**src/rtl/iob_sync_fifo.sv**
```systemverilog
// Single-clock FIFO with standard/FWFT read, programmable thresholds,
// sticky overflow/underflow flags and synchronous flush.
module iob_sync_fifo #(
  parameter int DATA_WIDTH       = 8,
  parameter int ADDRESS_WIDTH    = 4,
  parameter int FWFT             = 0,
  parameter int ALMOST_FULL_LVL  = 12,
  parameter int ALMOST_EMPTY_LVL = 2
) (
  input  logic                     clk,
  input  logic                     rst_n,
  input  logic                     flush,
  input  logic [DATA_WIDTH-1:0]    data_in,
  input  logic                     write_en,
  output logic                     full,
  output logic                     almost_full,
  input  logic                     read_en,
  output logic [DATA_WIDTH-1:0]    data_out,
  output logic                     empty,
  output logic                     almost_empty,
  output logic [ADDRESS_WIDTH:0]   level,
  output logic                     overflow,
  output logic                     underflow
);

  localparam int DEPTH = 2 ** ADDRESS_WIDTH;
  localparam logic [ADDRESS_WIDTH:0] L_DEPTH =
    (ADDRESS_WIDTH+1)'(DEPTH);
  localparam logic [ADDRESS_WIDTH:0] L_AF =
    (ADDRESS_WIDTH+1)'(ALMOST_FULL_LVL);
  localparam logic [ADDRESS_WIDTH:0] L_AE =
    (ADDRESS_WIDTH+1)'(ALMOST_EMPTY_LVL);

  logic [DATA_WIDTH-1:0]    r_mem [DEPTH];
  logic [ADDRESS_WIDTH-1:0] r_wptr;
  logic [ADDRESS_WIDTH-1:0] r_rptr;
  logic [ADDRESS_WIDTH:0]   r_level;
  logic                     r_ovf;
  logic                     r_udf;

  logic w_full;
  logic w_empty;
  logic w_wr;
  logic w_rd;

  assign w_full  = (r_level == L_DEPTH);
  assign w_empty = (r_level == '0);
  assign w_wr    = write_en && !w_full && !flush;
  assign w_rd    = read_en && !w_empty && !flush;

  assign full         = w_full;
  assign empty        = w_empty;
  assign almost_full  = (r_level >= L_AF);
  assign almost_empty = (r_level <= L_AE);
  assign level        = r_level;
  assign overflow     = r_ovf;
  assign underflow    = r_udf;

  // Storage array; contents survive reset and flush.
  always_ff @(posedge clk) begin
    if (w_wr) r_mem[r_wptr] <= data_in;
  end

  // Pointers, level and sticky error flags; flush wins over traffic.
  always_ff @(posedge clk or negedge rst_n) begin
    if (!rst_n) begin
      r_wptr  <= '0;
      r_rptr  <= '0;
      r_level <= '0;
      r_ovf   <= 1'b0;
      r_udf   <= 1'b0;
    end else if (flush) begin
      r_wptr  <= '0;
      r_rptr  <= '0;
      r_level <= '0;
      r_ovf   <= 1'b0;
      r_udf   <= 1'b0;
    end else begin
      if (w_wr) r_wptr <= r_wptr + 1'b1;
      if (w_rd) r_rptr <= r_rptr + 1'b1;
      if (w_wr && !w_rd) r_level <= r_level + 1'b1;
      if (w_rd && !w_wr) r_level <= r_level - 1'b1;
      if (write_en && w_full) r_ovf <= 1'b1;
      if (read_en && w_empty) r_udf <= 1'b1;
    end
  end

  if (FWFT != 0) begin : g_fwft
    // Head word shown directly; zero while nothing is stored.
    always_comb begin
      data_out = '0;
      if (!w_empty) data_out = r_mem[r_rptr];
    end
  end else begin : g_std
    logic [DATA_WIDTH-1:0] r_dout;

    // Output register loads the head word on each accepted read.
    always_ff @(posedge clk or negedge rst_n) begin
      if (!rst_n)    r_dout <= '0;
      else if (w_rd) r_dout <= r_mem[r_rptr];
    end

    assign data_out = r_dout;
  end

endmodule

```
**config.mk**
```make
export PLATFORM = sky130hd
export DESIGN_NAME = iob_sync_fifo
export DESIGN_NICKNAME = d
export VERILOG_FILES = /design/src/rtl/iob_sync_fifo.sv
export SDC_FILE = /design/constraint.sdc
export NUM_CORES = 1
export LEC_CHECK = 0
export ABC_AREA = 1
export ABC_CLOCK_PERIOD_IN_PS = 4400
export BUFFER_PORTS_ARGS = -buffer_cell sky130_fd_sc_hd__buf_2
export CAP_MARGIN = 5
export CORE_UTILIZATION = 55
export CTS_CLUSTER_DIAMETER = 30
export DETAILED_ROUTE_END_ITERATION = 6
export PLACE_DENSITY = 0.82
export SLEW_MARGIN = 40
export SYNTH_ARGS = -nofsm -noshare
export SYNTH_HDL_FRONTEND = slang
export SYNTH_SLANG_ARGS = --single-unit
```
**constraint.sdc**
```tcl
create_clock -name clk -period 4.4 [get_ports clk]
set_clock_uncertainty 0.1 [all_clocks]
set_input_delay 0.88 -clock clk [delete_from_list [all_inputs] [get_ports clk]]
set_output_delay 0.88 -clock clk [all_outputs]
set_load 0.01 [all_outputs]
```
==> flow_metrics.env <==
export IMPL_min_path_type="in2async"
export IMPL_power_internal_mw=2.82
export IMPL_post_cts_resize_count=0
export IMPL_final_layout_size_suffix_gt1_share_pct=18.2
export IMPL_global_route_overflow_total=0
export IMPL_mostFrequentLayoutCell="edfxtp_1"
export IMPL_numPortBuffers=31
export IMPL_grt_max_degree=68
export IMPL_timing_slew_headroom_pct=50.4
export IMPL_netlist_area_mm2=0.00630
export IMPL_cp_arrival_ns=2.65
export IMPL_max_transition_viols_final=0
export IMPL_tritoncts="yes"
export IMPL_final_core_occ_pct=65.4
export IMPL_final_period_minus_worst_setup_slack_ns=2.70
export IMPL_status="complete, no violations"
export IMPL_postLayoutSetupSlackWorst_ns=1.70
export IMPL_power_switching_fraction_pct=33.3
export IMPL_max_vdd_ir_drop_uv=379
export IMPL_grt_pass1_vias=4296
export IMPL_yosys_reg_bits=151
export IMPL_global_route_usage_met3_pct=6.63
export IMPL_p_sw_mw=1.41
export IMPL_async_reset_ff_share_pct=15.2
export IMPL_synth_flop_cell="edfxtp_1"
export IMPL_leading_cell_types_in_the_layout_fill_and_taps_excluded="128 x edfxtp_1, 77 x nor2_1, 75 x o21ai_0"
export IMPL_start_util_pct=57.3
export IMPL_worst_setup_path_start_kind="primary input"
export IMPL_place_worst_setup_slack_ns=1.35
export IMPL_die_area_mm2=0.0119
export IMPL_drt_initial_drc_count=608
export IMPL_gp_routability_congestion=0.886
export IMPL_timing_setup_tns_ns=0
export IMPL_yosys_warnings=0
export IMPL_dp_hpwl_um=9550
export IMPL_cts_path_max_buffers=2
export IMPL_worstMarginPinSlew_ns=0.740
export IMPL_routedWlPerCell_um=22.1
export IMPL_critical_path_endpoint="r_mem[8][4]$_DFFE_PP_"
export IMPL_hold_viol_final=0
export IMPL_comb_power_share_pct=25.1
export IMPL_design_portCount=32
export IMPL_drt_pass1_iterations=6
export IMPL_use_met2_pct=44.9
export IMPL_timing_critical_path_to_type="register"
export IMPL_post_route_period_util_pct=61.3
export IMPL_synth_yosys_seq_area_share_pct=70.2
export IMPL_final_report_setup_violation_count=0
export IMPL_crit_start="flush"
export IMPL_final_antenna_net_count=0
export IMPL_core_region_area_mm2=0.0110
export IMPL_clock_sinks=151
export IMPL_layout_nets=552
export IMPL_cp_data_required_time_ns=4.35
export IMPL_worstPathMaxFanout=10
export IMPL_worst_skew_pair_late_latency_ns=0.42
export IMPL_synth_lib_cells_used_distinct=33
export IMPL_max_freq_mhz=371
export IMPL_rsz0062_at_grt="no"
export IMPL_critPathKind="in2reg"
export IMPL_power_leakage_nw=2.51
export IMPL_cts_max_level=4
export IMPL_post_dr_vias_cell=6.41
export IMPL_global_route_peak_usage_layer="met2"
export IMPL_grt_antenna_before_repair=0
export IMPL_buffers_inserted_by_post_cts_timing_repair=0
export IMPL_synthesis_nets=526
export IMPL_dieWidth_um=109
export IMPL_cts_hold_repair_buffers=0
export IMPL_timing_max_cap_violations=0
export IMPL_cts_root_buffer_cell="clkbuf_16"
export IMPL_synth_avg_cell_area_um2=12.4
export IMPL_finalPower_mw=4.22
export IMPL_global_route_usage_met1_pct=35.0
export IMPL_antenna_diode_count=0
export IMPL_clock_power_share_pct=34.2
export IMPL_layout_area_overhead_vs_synth_pct=14.2
export IMPL_reg2reg_depth=7
export IMPL_drt_wl_total_um=15200
export IMPL_drc=0
export IMPL_share_seq_of_total_power_pct=40.7
export IMPL_clkTransAtPathRegs_ns=0.06
export IMPL_wire_length_of_the_first_global_routing_pass_um=23300
export IMPL_grt_total_usage_pct=27.7
export IMPL_cts_buffers_inserted=17
export IMPL_power_per_cell_area_mw_per_mm2=588
export IMPL_synth_edff_count=128
export IMPL_fp_row_count=38
export IMPL_die_height_um=109
export IMPL_setup_reg_to_reg_worst_slack_ns=1.85
export IMPL_regToRegEndpoint="data_out[5]$_DFFE_PN0P_"
export IMPL_via_count=4389
export IMPL_worstReg2RegStart="r_rptr[0]$_DFFE_PN0P_"
export IMPL_synthesis_instances=506
export IMPL_n_fill_cell=724
per-layer routing:
metal | vias up | wire length (um)
met5 | - | 0
met4 | 0 | 509
met3 | 46 | 1360
met2 | 296 | 7450
met1 | 2125 | 5850
li1 | 1922 | -
stage by stage:
stage | hold WS [ns] | cells | area [um^2]
2_1_floorplan | 0.426 | 506 | 6300
3_3_place_gp | 0.369 | 653 | 6530
3_5_place_dp | 0.380 | 653 | 6590
4_1_cts | 0.349 | 685 | 7180
5_1_grt | 0.374 | 685 | 7190
6_report | 0.336 | 685 | 7190
flip-flops by register name (all words and copies together) (netlist names):
register   cells
data_out       8
level          5
overflow       1
r_mem        128
r_rptr         4
r_wptr         4
underflow      1
cell families (layout without fill, tap and decap cells):
| family | after synthesis | after routing | share of synthesized area (%) |
|---|---|---|---|
| adder cells (fa/ha/maj) | 7 | 7 | 1.39 |
| buffers and inverters | 53 | 92 | 3.48 |
| AO/OA/AOI/OAI | 133 | 133 | 12.9 |
| XOR/XNOR | 2 | 2 | 0.278 |
| AND/OR/NAND/NOR | 160 | 160 | 11.7 |
| flip-flops | 151 | 151 | 70.2 |
worst min path at each step:
stage	from	end	depth (start not counted)
4_1_cts	rst_n	data_out[3]$_DFFE_PN0P_	1
3_3_place_gp	data_out[3]$_DFFE_PN0P_	data_out[3]$_DFFE_PN0P_	1
6_report	rst_n	overflow$_DFFE_PN0P_	1
5_1_grt	rst_n	overflow$_DFFE_PN0P_	1
2_1_floorplan	overflow$_DFFE_PN0P_	overflow$_DFFE_PN0P_	2
3_5_place_dp	data_out[3]$_DFFE_PN0P_	data_out[3]$_DFFE_PN0P_	1
area by class of cell:
type | count | area (um^2) | area share [%]
clock inverter | 15 | 169 | 2.35
inverter | 27 | 109 | 1.51
multi-input combinational | 302 | 1720 | 23.9
timing repair buffer | 33 | 170 | 2.37
tap | 140 | 175 | 2.44
sequential | 151 | 4420 | 61.5
clock buffer | 17 | 425 | 5.92
cell usage after synthesis (10+ instances only):
cell type | n | share of area [%]
nand2_1 | 29 | 1.7
nor2_1 | 77 | 4.6
o211ai_1 | 10 | 1.2
nor3_1 | 14 | 1.1
nand3_1 | 24 | 1.9
inv_1 | 21 | 1.3
o22ai_1 | 11 | 1.1
clkbuf_1 | 18 | 1.1
o21ai_0 | 75 | 6.0
o221ai_1 | 22 | 3.1
dfrtp_1 | 23 | 9.1
edfxtp_1 | 128 | 61
worst max-delay path: stages:
cell     delay, ns
buf_2         0.18
inv_2         0.19
nand3_2       0.37
inv_1         0.22
nand2_1       0.19
nor2_1        0.61
power by group through the flow:
| stage | clock, mW | sequential (mW) | combinational (mW) |
|---|---|---|---|
| CTS | 1.46 | 1.72 | 1.04 |
| finish | 1.45 | 1.72 | 1.06 |
| global route | 1.52 | 1.73 | 1.15 |
| global placement | 0 | 1.74 | 0.992 |
| floorplan | 0 | 1.76 | 0.684 |
| detailed placement | 0 | 1.74 | 1.03 |
No activity file was read; power rests on OpenSTA's default activity.
